[src/rtl/adc_sample_capture.sv]
// adc_sample_capture: periodic SPI read of an AD7476-style ADC with a valid/ready sample output
module adc_sample_capture #(
    parameter int CLK_DIV       = 2,
    parameter int SAMPLE_PERIOD = 100,
    parameter int LEAD_BITS     = 4,
    parameter int DATA_W        = 12
) (
    input  logic              sys_clk_i,
    input  logic              sys_rst_i,
    input  logic              en_i,
    output logic              adc_cs_n_o,
    output logic              adc_sclk_o,
    input  logic              adc_sdata_i,
    output logic [DATA_W-1:0] sample_o,
    output logic              sample_valid_o,
    input  logic              sample_ready_i,
    output logic              overrun_o,
    input  logic              ovr_clr_i
);
    localparam int FB = LEAD_BITS + DATA_W;
    localparam int CW = $clog2(SAMPLE_PERIOD);
    localparam int DW = $clog2(CLK_DIV + 1);
    localparam int BW = $clog2(FB);
    typedef enum logic [1:0] {IDLE, SETUP, SHIFT, HOLD} state_t;
    state_t state_q, state_d;
    logic [CW-1:0] cnt_q, cnt_d;
    logic [DW-1:0] div_q, div_d;
    logic [BW-1:0] bit_q, bit_d;
    logic [DATA_W-1:0] shreg_q, shreg_d, sample_q, sample_d;
    logic sclk_q, sclk_d, cs_n_q, cs_n_d, valid_q, valid_d, ovr_q, ovr_d;
    logic tick, last, load;
    assign tick = en_i && cnt_q == CW'(SAMPLE_PERIOD - 1);
    assign last = div_q == DW'(CLK_DIV - 1);
    always_comb begin
        cnt_d   = (!en_i || tick) ? '0 : cnt_q + CW'(1);
        state_d = state_q;
        div_d   = last ? '0 : div_q + DW'(1);
        bit_d   = bit_q;
        sclk_d  = sclk_q;
        cs_n_d  = cs_n_q;
        shreg_d = shreg_q;
        load    = 1'b0;
        case (state_q)
            IDLE: begin
                div_d = '0;
                if (tick) begin
                    state_d = SETUP;
                    cs_n_d  = 1'b0;
                end
            end
            SETUP: if (last) begin
                state_d = SHIFT;
                sclk_d  = 1'b0;
                bit_d   = '0;
            end
            SHIFT: if (last) begin
                // leading bits shift out of the top of the DATA_W-wide register
                if (!sclk_q) begin
                    sclk_d  = 1'b1;
                    shreg_d = {shreg_q[DATA_W-2:0], adc_sdata_i};
                end else if (bit_q == BW'(FB - 1)) begin
                    state_d = HOLD;
                end else begin
                    sclk_d = 1'b0;
                    bit_d  = bit_q + BW'(1);
                end
            end
            HOLD: if (last) begin
                state_d = IDLE;
                cs_n_d  = 1'b1;
                load    = 1'b1;
            end
        endcase
        sample_d = load ? shreg_q : sample_q;
        valid_d  = load | (valid_q & ~sample_ready_i);
        ovr_d    = (load & valid_q & ~sample_ready_i) | (ovr_q & ~ovr_clr_i);
    end
    always_ff @(posedge sys_clk_i) begin
        if (!sys_rst_i) begin
            state_q  <= IDLE;
            cnt_q    <= '0;
            div_q    <= '0;
            bit_q    <= '0;
            sclk_q   <= 1'b1;
            cs_n_q   <= 1'b1;
            shreg_q  <= '0;
            sample_q <= '0;
            valid_q  <= 1'b0;
            ovr_q    <= 1'b0;
        end else begin
            state_q  <= state_d;
            cnt_q    <= cnt_d;
            div_q    <= div_d;
            bit_q    <= bit_d;
            sclk_q   <= sclk_d;
            cs_n_q   <= cs_n_d;
            shreg_q  <= shreg_d;
            sample_q <= sample_d;
            valid_q  <= valid_d;
            ovr_q    <= ovr_d;
        end
    end
    assign adc_cs_n_o     = cs_n_q;
    assign adc_sclk_o     = sclk_q;
    assign sample_o       = sample_q;
    assign sample_valid_o = valid_q;
    assign overrun_o      = ovr_q;
endmodule

[config.mk]
export PLATFORM = sky130hd
export DESIGN_NAME = adc_sample_capture
export DESIGN_NICKNAME = d
export VERILOG_FILES = /design/src/rtl/adc_sample_capture.sv
export SDC_FILE = /design/constraint.sdc
export NUM_CORES = 1
export LEC_CHECK = 0
export CAP_MARGIN = 15
export CORE_MARGIN = 2
export CORE_UTILIZATION = 50
export DETAILED_ROUTE_END_ITERATION = 10
export GPL_TIMING_DRIVEN = 0
export PLACE_DENSITY = 0.74
export SLEW_MARGIN = 20
export SYNTH_ARGS = -nofsm -noshare
export SYNTH_HDL_FRONTEND = slang
export SYNTH_SLANG_ARGS = --single-unit
export TNS_END_PERCENT = 1
[constraint.sdc]
create_clock -name sys_clk_i -period 3.16 [get_ports sys_clk_i]
set_input_delay 0.474 -clock sys_clk_i [delete_from_list [all_inputs] [get_ports sys_clk_i]]
set_output_delay 0.474 -clock sys_clk_i [all_outputs]
set_load 0.03 [all_outputs]
* Word-level counts from Yosys, hierarchy flattened
Index checks and enable logic that the tools add are counted.
Word-level totals: register bits 43, output and inout port bits 16, word-level logic and storage cells 71
Operators by class: $add $sub $neg 3, equality and inequality tests 13, muxes and demuxes 22, bitwise logic cells 10, reduce and logical (&&, ||, !) cells 13
Operators with widths (count):
- two-way mux 4 bit | 4
- != test 2 bit (second input constant) | 7
- two-way mux 2 bit | 6
- AND reduction 3 bit | 3
- two-way mux 1 bit | 8
- case mux 2 bit (4 select lines) | 1
- case mux 4 bit (2 select lines) | 1
- adder 7 x 1 -> 7 bit (second input constant) | 1
- equality test 7 bit (second input constant) | 1
- AND reduction 6 bit | 1
- AND reduction 5 bit | 1
- adder 4 x 1 -> 4 bit (second input constant) | 1
- AND 1 bit | 4
- equality test 2 x 1 -> 1 bit (second input constant) | 2
- equality test 2 bit (second input constant) | 2
- equality test 4 bit (second input constant) | 1
- inverter 1 bit | 4
- case mux 1 bit (2 select lines) | 2
- nonzero test 2 bit | 2
- OR reduction 3 bit | 1
- adder 2 x 1 -> 2 bit (second input constant) | 1
- logical NOT 2 bit | 1
- bitwise OR 1 bit | 2
- OR reduction 2 bit | 1
- other kinds (3) | 3

* Depth between registers and ports, before layout
Gate-level depths: netlist of the first run.
depth after elaboration 6, depth in mapped cells 7, depth with buffers taken out 6

* Worst setup path before layout of the first run
Ideal clock, no wire load.
path type register -> register, start point reg cnt_q[0], end point reg cs_n_q, in the netlist adc_cs_n_o, arrival time 1413 ps, required time 3029 ps, setup slack 1616 ps, cell stages (with the launch flop) 6, path buffers 0, clock period less this slack 1544 ps, cells stage by stage dfxtp_1 ha_1 or4b_4 o31a_1 nor2_1 o21ai_1
Between the ends: cells in the longest elaborated chain, start to end 4
Ends and longest elaborated chain:
- start, declared | RTL line 26 | logic [CW-1:0] cnt_q, cnt_d;
- start signal, assigned | RTL line 92 | cnt_q <= cnt_d;
- equality test 7 bit | RTL line 32 | assign tick = en_i && cnt_q == CW'(SAMPLE_PERIOD - 1);
- logical AND 1 bit | RTL line 32
- != test 2 bit (no line)
- AND reduction 3 bit (no line)
- end signal, assigned | RTL line 96 | cs_n_q <= cs_n_d;
- end, declared | RTL line 30 | logic sclk_q, sclk_d, cs_n_q, cs_n_d, valid_q, valid_d, ovr_q, ovr_d;
No other way between the ends. A chain may end at the register's enable or synchronous reset.

* Worst setup path in the final report of the first run
start point reg sclk_q, in the netlist adc_sclk_o, end point out adc_sclk_o
RTL lines:
- start, declared | RTL line 30
- start signal, assigned | RTL line 95 | sclk_q <= sclk_d;
- end, declared | RTL line 12 | output logic adc_sclk_o,
No word-level cell between the ends.

==> flow_results.xml, run 1 <==
<?xml version="1.0" encoding="UTF-8"?>
<metrics>
  <group name="status">
    <metric name="status" unit="">completed</metric>
  </group>
  <group name="power">
    <metric name="switching_share" unit="%">19.2</metric>
    <metric name="power.internal" unit="uW">806</metric>
    <metric name="power.sequential.fraction" unit="%">54.7</metric>
    <metric name="cellPowerDensity" unit="nW/um2">457</metric>
    <metric name="power_leakage" unit="nW">0.768</metric>
    <metric name="vdd.ir_drop.worst" unit="uV">256</metric>
    <metric name="power.net_switching" unit="uW">192</metric>
    <metric name="clock_network_fraction_of_design_power" unit="%">42.3</metric>
    <metric name="power.combinational.fraction" unit="%">2.9</metric>
  </group>
  <group name="sta">
    <metric name="worst_pin_slew" unit="ns">0.451</metric>
    <metric name="setup_ws" unit="ns">1.10</metric>
    <metric name="setup_tns" unit="ns">0</metric>
    <metric name="maxSlewViolCount" unit="">0</metric>
    <metric name="fin_worst_skew" unit="ns">0.00800</metric>
    <metric name="timing.final.hold_violations" unit="">0</metric>
    <metric name="timing.max_slew.rel_slack" unit="%">69.9</metric>
    <metric name="setup_violations" unit="">0</metric>
    <metric name="final.min_clock_period" unit="ns">2.06</metric>
    <metric name="fmax" unit="MHz">485</metric>
    <metric name="layout_worst_path_cycle_share" unit="%">65.2</metric>
    <metric name="grt_setup_unrepaired" unit="">false</metric>
  </group>
  <group name="worst_setup_path">
    <metric name="crit_path_max_fanout" unit="">9</metric>
    <metric name="crit_buf_inv" unit="">1</metric>
    <metric name="crit_type" unit="">reg -&gt; out</metric>
    <metric name="critical-path-max-stage-delay" unit="ns">0.73</metric>
    <metric name="crit_slowest_cell" unit="">clkdlybuf4s50_1</metric>
    <metric name="timing.critical_path.cells" unit="">clkdlybuf4s50_1</metric>
    <metric name="timing.critical_path.to_type" unit="">output port</metric>
    <metric name="reg2regPathDepth" unit="">7</metric>
    <metric name="worstPathRequired" unit="ns">2.69</metric>
    <metric name="worst_ep_arrival_time" unit="ns">1.59</metric>
    <metric name="worst_path_dominant_cell_family" unit="">buffers and inverters</metric>
    <metric name="worstSetupStartpointType" unit="">register</metric>
    <metric name="path_depth" unit="">1</metric>
  </group>
  <group name="job">
    <metric name="timing.max_cap.violations" unit="">0</metric>
  </group>
  <group name="clock_tree">
    <metric name="cts_hold_repair.buffers" unit="">0</metric>
    <metric name="max-clock-path-buffers" unit="">2</metric>
    <metric name="clkLatencyLatePin" unit="ns">0.35</metric>
    <metric name="clkSinkCount" unit="">43</metric>
    <metric name="tritoncts" unit="">built</metric>
    <metric name="ctsHtreeMaxLevel" unit="">2</metric>
    <metric name="cts-resized-gates" unit="">0</metric>
    <metric name="cts_post_setup_buffers_inserted" unit="">0</metric>
    <metric name="clock-root-buffer" unit="">clkbuf_4</metric>
    <metric name="cts_made_buffers" unit="">5</metric>
    <metric name="clkSlewWorstSetupHoldPaths" unit="ns">0.12</metric>
  </group>
  <group name="logic_synthesis">
    <metric name="mappedNetlistArea" unit="um2">1820</metric>
    <metric name="synth.yosys.warnings" unit="">0</metric>
    <metric name="synth_largest_type_area_fraction" unit="%">47.3</metric>
    <metric name="synth.distinct_cells" unit="">30</metric>
    <metric name="synth_enable_flop_cells" unit="">0</metric>
    <metric name="synth_top_cell_by_area" unit="">dfxtp_1</metric>
    <metric name="synth.ff_latch_count" unit="">43</metric>
    <metric name="synth-async-reset-ratio" unit="%">0</metric>
    <metric name="top_reg_cell_synth" unit="">dfxtp_1</metric>
    <metric name="yosys.cell_count.top_type" unit="">nand2_1</metric>
    <metric name="postSynthCellCount" unit="">214</metric>
    <metric name="share_of_the_yosys_chip_area_belonging_to_registers" unit="%">47.3</metric>
    <metric name="syn-mean-instance-area" unit="um2">8.51</metric>
    <metric name="netlist_top_cells_area" unit="">dfxtp_1 47%, nand2_1 13%, a21boi_0 11%</metric>
    <metric name="syn_nets" unit="">228</metric>
    <metric name="netlist_top_cells_count" unit="">63 x nand2_1, 43 x dfxtp_1, 26 x a21boi_0</metric>
  </group>
  <group name="die">
    <metric name="std_cell_rows" unit="">21</metric>
    <metric name="fp.coreArea" unit="um2">3420</metric>
    <metric name="total_die_area" unit="um2">4140</metric>
    <metric name="initial_core_util" unit="%">53.3</metric>
    <metric name="pin_count" unit="">22</metric>
    <metric name="die_w" unit="um">64.4</metric>
    <metric name="dieHeight" unit="um">64.4</metric>
  </group>
  <group name="detailed_routing">
    <metric name="route.antenna.remaining_nets" unit="">0</metric>
    <metric name="route.detailed.drc" unit="">0</metric>
    <metric name="avgRoutedWirePerCell" unit="um">11.8</metric>
    <metric name="post_drt_via_cell_ratio" unit="">5.01</metric>
    <metric name="drt-initial-drc-count" unit="">70</metric>
    <metric name="drt-pass1-iter-count" unit="">4</metric>
    <metric name="num_vias" unit="">1443</metric>
    <metric name="final_wirelength" unit="mm">3.41</metric>
  </group>
  <group name="global_routing">
    <metric name="grt_pass1_wl" unit="mm">6.04</metric>
    <metric name="antenna_found_initial" unit="">0</metric>
    <metric name="groute.usage.overall" unit="%">19.3</metric>
    <metric name="grt_overflow_total" unit="">0</metric>
    <metric name="number_of_global_route_vias_before_repair" unit="">1364</metric>
    <metric name="grt_start_max_net_pins" unit="">14</metric>
  </group>
  <group name="layout">
    <metric name="layoutNonFillerInstCount" unit="">288</metric>
    <metric name="fraction_of_final_layout_cells_with_drive_strength_greater_than_1" unit="%">5.37</metric>
    <metric name="nNetsFinal" unit="">255</metric>
    <metric name="n_antenna_cell" unit="">0</metric>
    <metric name="synthToLayoutAreaGrowth" unit="%">19.7</metric>
  </group>
  <group name="place">
    <metric name="place.gp.congestion" unit="">0.772</metric>
    <metric name="placedCellCount" unit="">280</metric>
    <metric name="post-dp-hpwl" unit="mm">2.43</metric>
    <metric name="worst_slack_after_detailed_placement" unit="ns">1.42</metric>
    <metric name="port-buffer-count" unit="">20</metric>
  </group>
  <group name="min_path">
    <metric name="worst_hold_path.num_cells" unit="">1</metric>
    <metric name="holdCritPathClass" unit="">reg -&gt; reg</metric>
  </group>
</metrics>
==> layer usage <==
metal	wire, um	share of wire [%]	vias up	track usage [%]
met5	0	0	-	0
met4	64	1.9	0	10.9
met3	160	4.7	6	4.75
met2	1490	44	37	30.2
met1	1690	50	639	24.1
li1	-	-	761	-
==> registers in the layout (all words and copies together) (netlist names) <==
register	count
adc_sclk_o	1
shreg_q	12
adc_cs_n_o	1
cnt_q	7
overrun_o	1
div_q	2
bit_q	4
state_q	2
sample_o	12
sample_valid_o	1
==> cells in the final DEF, fill, tap and decap left out, drive strengths merged <==
cell / n
inv: 6
bufinv: 2
or3: 1
nor2: 14
clkdlybuf4s50: 20
nor2b: 1
a21oi: 3
xor2: 3
clkbuf: 14
o211ai: 1
buf: 1
dfxtp: 43
o21ba: 1
ha: 8
nand2b: 1
and2: 2
mux2: 1
or4b: 1
nand2: 63
nand3b: 2
o21ai: 7
mux2i: 3
and3: 1
a21boi: 26
nand4: 4
or2: 1
o31a: 1
o22ai: 2
xnor2: 3
nand3: 6
==> path summary, 6_finish.rpt <==
path,startpoint,end,slack (ns)
min,div_q[0]$_SDFF_PP0_,div_q[0]$_SDFF_PP0_,0.43
max,adc_sclk_o$_SDFFE_PN1P_,adc_sclk_o,1.10
max reg2reg,state_q[0]$_SDFFE_PN0P_,shreg_q[6]$_SDFFE_PN0P_,1.40
min reg2reg,div_q[0]$_SDFF_PP0_,div_q[0]$_SDFF_PP0_,0.43
==> power groups by stage <==
stage / Clock, mW / Combinational [mW] / Sequential [mW]
final: 0.422 / 0.0292 / 0.546
after detailed placement: 0 / 0.0294 / 0.558
after global placement: 0 / 0.0295 / 0.558
after global routing: 0.456 / 0.0332 / 0.547
after floorplan: 0 / 0.0149 / 0.560
after CTS: 0.431 / 0.0295 / 0.546
==> stage by stage <==
step	instance area (um2)	total power, mW	hold slack [ns]	util (%)
floorplan	1820	0.575	0.398	-
global placement	2080	0.588	0.413	60.9
detailed placement	2080	0.588	0.418	60.9
CTS	2180	1.01	0.436	63.8
global route	2180	1.04	0.475	63.8
finish	2180	0.998	0.434	63.8
==> final cells by class <==
type                       count  area (um2)
fill                         316        1230
multi-input combinational    156         903
sequential                    43         861
timing repair buffer          20         200
clock inverter                 2        60.1
tap                           46        57.6
clock buffer                   6        41.3
buffer                         9        35.0
inverter                       6        22.5
==> cells by family after synthesis <==
| family | synth area share [%] |
|---|---|
| AOI/OAI and AO/OA | 16.1 |
| muxes | 2.27 |
| xor gates and xnor gates | 2.89 |
| buffers and inverters | 3.16 |
| DFF | 47.3 |
| and+or+nand+nor | 22.9 |
| adders and majority gates | 5.49 |
Note: power is estimated with default switching activity, not from simulation.
==> run 2, diff against run 1 <==
- clock period: 3.16 -> 1.9 ns (I/O delays scaled with it)
==> run 2 against run 1 <==
Combinational power increased by 66%. Core utilization about the same. Clock-buffer cell count unchanged. Clock power increased by 67%. Die area unchanged. Largest cell class unchanged. Largest power group unchanged. Highest routed layer unchanged.
==> flow_results.xml, run 2 (synthesis results as in run 1) <==
<?xml version="1.0" encoding="UTF-8"?>
<metrics>
  <group name="detailed_routing">
    <metric name="drt-pass1-iter-count" unit="">4</metric>
    <metric name="drt-initial-drc-count" unit="">104</metric>
    <metric name="route.antenna.remaining_nets" unit="">0</metric>
    <metric name="final_wirelength" unit="mm">3.40</metric>
    <metric name="route.detailed.drc" unit="">0</metric>
    <metric name="num_vias" unit="">1442</metric>
    <metric name="avgRoutedWirePerCell" unit="um">11.8</metric>
    <metric name="post_drt_via_cell_ratio" unit="">5.02</metric>
  </group>
  <group name="clock_tree">
    <metric name="clkSinkCount" unit="">43</metric>
    <metric name="clkLatencyLatePin" unit="ns">0.35</metric>
    <metric name="ctsHtreeMaxLevel" unit="">2</metric>
    <metric name="cts_made_buffers" unit="">5</metric>
    <metric name="tritoncts" unit="">built</metric>
    <metric name="max-clock-path-buffers" unit="">2</metric>
    <metric name="cts_post_setup_buffers_inserted" unit="">0</metric>
    <metric name="clkSlewWorstSetupHoldPaths" unit="ns">0.13</metric>
    <metric name="clock-root-buffer" unit="">clkbuf_4</metric>
  </group>
  <group name="sta">
    <metric name="maxSlewViolCount" unit="">0</metric>
    <metric name="timing.max_slew.rel_slack" unit="%">69.2</metric>
    <metric name="layout_worst_path_cycle_share" unit="%">91.6</metric>
    <metric name="fin_worst_skew" unit="ns">0.00921</metric>
    <metric name="fmax" unit="MHz">574</metric>
    <metric name="final.min_clock_period" unit="ns">1.74</metric>
    <metric name="setup_violations" unit="">0</metric>
    <metric name="worst_pin_slew" unit="ns">0.462</metric>
    <metric name="grt_setup_unrepaired" unit="">true</metric>
    <metric name="timing.final.hold_violations" unit="">0</metric>
    <metric name="setup_ws" unit="ns">0.159</metric>
  </group>
  <group name="power">
    <metric name="power.sequential.fraction" unit="%">54.7</metric>
    <metric name="power_leakage" unit="nW">0.766</metric>
    <metric name="power.internal" unit="mW">1.34</metric>
    <metric name="clock_network_fraction_of_design_power" unit="%">42.4</metric>
    <metric name="power.combinational.fraction" unit="%">2.9</metric>
    <metric name="power.net_switching" unit="uW">320</metric>
    <metric name="switching_share" unit="%">19.3</metric>
    <metric name="vdd.ir_drop.worst" unit="uV">425</metric>
    <metric name="cellPowerDensity" unit="nW/um2">762</metric>
  </group>
  <group name="place">
    <metric name="place.gp.congestion" unit="">0.772</metric>
    <metric name="worst_slack_after_detailed_placement" unit="ns">0.164</metric>
    <metric name="port-buffer-count" unit="">20</metric>
    <metric name="post-dp-hpwl" unit="mm">2.43</metric>
    <metric name="placedInstanceArea" unit="um2">2080</metric>
  </group>
  <group name="min_path">
    <metric name="min_delay_worst_endpoint" unit="">shreg_q[6]$_SDFFE_PN0P_</metric>
    <metric name="min-delay-start" unit="">sys_rst_i</metric>
    <metric name="worst_hold_path.num_cells" unit="">2</metric>
    <metric name="holdCritPathClass" unit="">in -&gt; reg</metric>
  </group>
  <group name="worst_setup_path">
    <metric name="timing.critical_path.cells" unit="">inv_1 -&gt; ha_1 -&gt; nand2_1 -&gt; or2_2 -&gt; clkbuf_1 -&gt; nand2_1 -&gt; a21boi_0</metric>
    <metric name="crit_type" unit="">reg -&gt; reg</metric>
    <metric name="crit_top_cell" unit="">nand2_1</metric>
    <metric name="ff2ff_setup_slack" unit="ns">0.16</metric>
    <metric name="worstSetupStartpointType" unit="">register</metric>
    <metric name="reg2reg_from" unit="">state_q[0]$_SDFFE_PN0P_</metric>
    <metric name="critical-path-max-stage-delay" unit="ns">0.36</metric>
    <metric name="timing.critical_path.to_type" unit="">register</metric>
    <metric name="reg2regPathDepth" unit="">7</metric>
    <metric name="crit_slowest_cell" unit="">dfxtp_1</metric>
    <metric name="worst_ep_arrival_time" unit="ns">2.00</metric>
    <metric name="worstPathRequired" unit="ns">2.16</metric>
    <metric name="capturing_point_of_the_worst_reg2reg_path" unit="">shreg_q[6]$_SDFFE_PN0P_</metric>
    <metric name="crit_path_max_fanout" unit="">10</metric>
  </group>
  <group name="layout">
    <metric name="fraction_of_final_layout_cells_with_drive_strength_greater_than_1" unit="%">5.39</metric>
    <metric name="n_antenna_cell" unit="">0</metric>
    <metric name="synthToLayoutAreaGrowth" unit="%">19.6</metric>
    <metric name="most_common_cell_after_layout_fill_and_taps_aside" unit="">nand2_1</metric>
    <metric name="nNetsFinal" unit="">254</metric>
    <metric name="finalInstanceArea" unit="um2">2180</metric>
    <metric name="mostFrequentLayoutCells" unit="">63 x nand2_1, 43 x dfxtp_1, 26 x a21boi_0</metric>
  </group>
  <group name="die">
    <metric name="dieHeight" unit="um">64.4</metric>
    <metric name="total_die_area" unit="um2">4140</metric>
    <metric name="std_cell_rows" unit="">21</metric>
    <metric name="fp.coreArea" unit="um2">3420</metric>
    <metric name="pin_count" unit="">22</metric>
    <metric name="die_w" unit="um">64.4</metric>
    <metric name="initial_core_util" unit="%">53.3</metric>
  </group>
  <group name="job">
    <metric name="timing.max_cap.violations" unit="">0</metric>
  </group>
  <group name="global_routing">
    <metric name="number_of_global_route_vias_before_repair" unit="">1364</metric>
    <metric name="grt_pass1_wl" unit="mm">6.04</metric>
    <metric name="grt_overflow_total" unit="">0</metric>
    <metric name="groute.usage.overall" unit="%">19.3</metric>
    <metric name="grt_start_max_net_pins" unit="">14</metric>
    <metric name="antenna_found_initial" unit="">0</metric>
  </group>
  <group name="status">
    <metric name="status" unit="">completed</metric>
  </group>
</metrics>
==> run 2: worst max-delay path: cells and delay by family, from the launching register on <==
family / cells / cell delay (ns)
AOI/OAI and AO/OA: 1 / 0.07
DFF: 1 / 0.36
and+or+nand+nor: 3 / 0.57
buffers and inverters: 2 / 0.34
adders and majority gates: 1 / 0.31
==> run 2: layout make-up <==
class	instances	area, um2
Tap cell	46	57.6
Clock inverter	2	60.1
Buffer	8	31.3
Sequential cell	43	861
Inverter	6	22.5
Multi-Input combinational cell	156	903
Clock buffer	6	41.3
Timing Repair Buffer	20	203
Fill cell	314	1240
==> run 2: how the worst max path moves through the flow <==
stage | startpoint | end | slack [ns]
after global placement | state_q[0]$_SDFFE_PN0P_ | shreg_q[5]$_SDFFE_PN0P_ | 0.18
after global routing | state_q[0]$_SDFFE_PN0P_ | shreg_q[4]$_SDFFE_PN0P_ | -0.04
after floorplan | cnt_q[0]$_SDFF_PP0_ | adc_cs_n_o$_SDFFE_PN1P_ | 0.36
final | state_q[0]$_SDFFE_PN0P_ | shreg_q[6]$_SDFFE_PN0P_ | 0.16
after detailed placement | state_q[0]$_SDFFE_PN0P_ | shreg_q[6]$_SDFFE_PN0P_ | 0.16
after CTS | adc_sclk_o$_SDFFE_PN1P_ | adc_sclk_o | 0.02
==> run 2: metrics by stage <==
step                TNS, ns  instances  utilization [%]  hold WS, ns  power [mW]
floorplan                 0        214                -        0.398       0.957
global placement          0        280             60.9        0.413       0.977
detailed placement        0        280             60.9        0.418       0.977
CTS                       0        288             63.8        0.302        1.67
global route         -0.188        287             63.8        0.296        1.72
finish                    0        287             63.8        0.302        1.66
==> run 2: timing repair <==
action	CTS	global route
hold buffers	0	0
setup endpoints to repair	0	12
resized for setup	0	1
==> run 2: power groups by stage <==
stage                     combinational [mW]  clock [mW]  sequential (mW)
final                                 0.0486       0.703            0.908
after global routing                  0.0551       0.756            0.909
after CTS                             0.0491       0.717            0.908
after detailed placement              0.0488           0            0.928
after global placement                0.0491           0            0.928
after floorplan                       0.0248           0            0.932
==> run 2: metal layers <==
| metal | up-vias | GRT usage [%] | wire length (um) |
|---|---|---|---|
| li1 | 759 | - | - |
| met1 | 652 | 24.1 | 1710 |
| met2 | 25 | 30.2 | 1500 |
| met3 | 6 | 4.75 | 119 |
| met4 | 0 | 10.9 | 64 |
| met5 | - | 0 | 0 |
==> run 3, diff against run 2 <==
- CTS_CLUSTER_SIZE: unset -> 12
==> results of run 3 <==
Same layout as run 2: the final DEF is identical, and so are final timing and power.
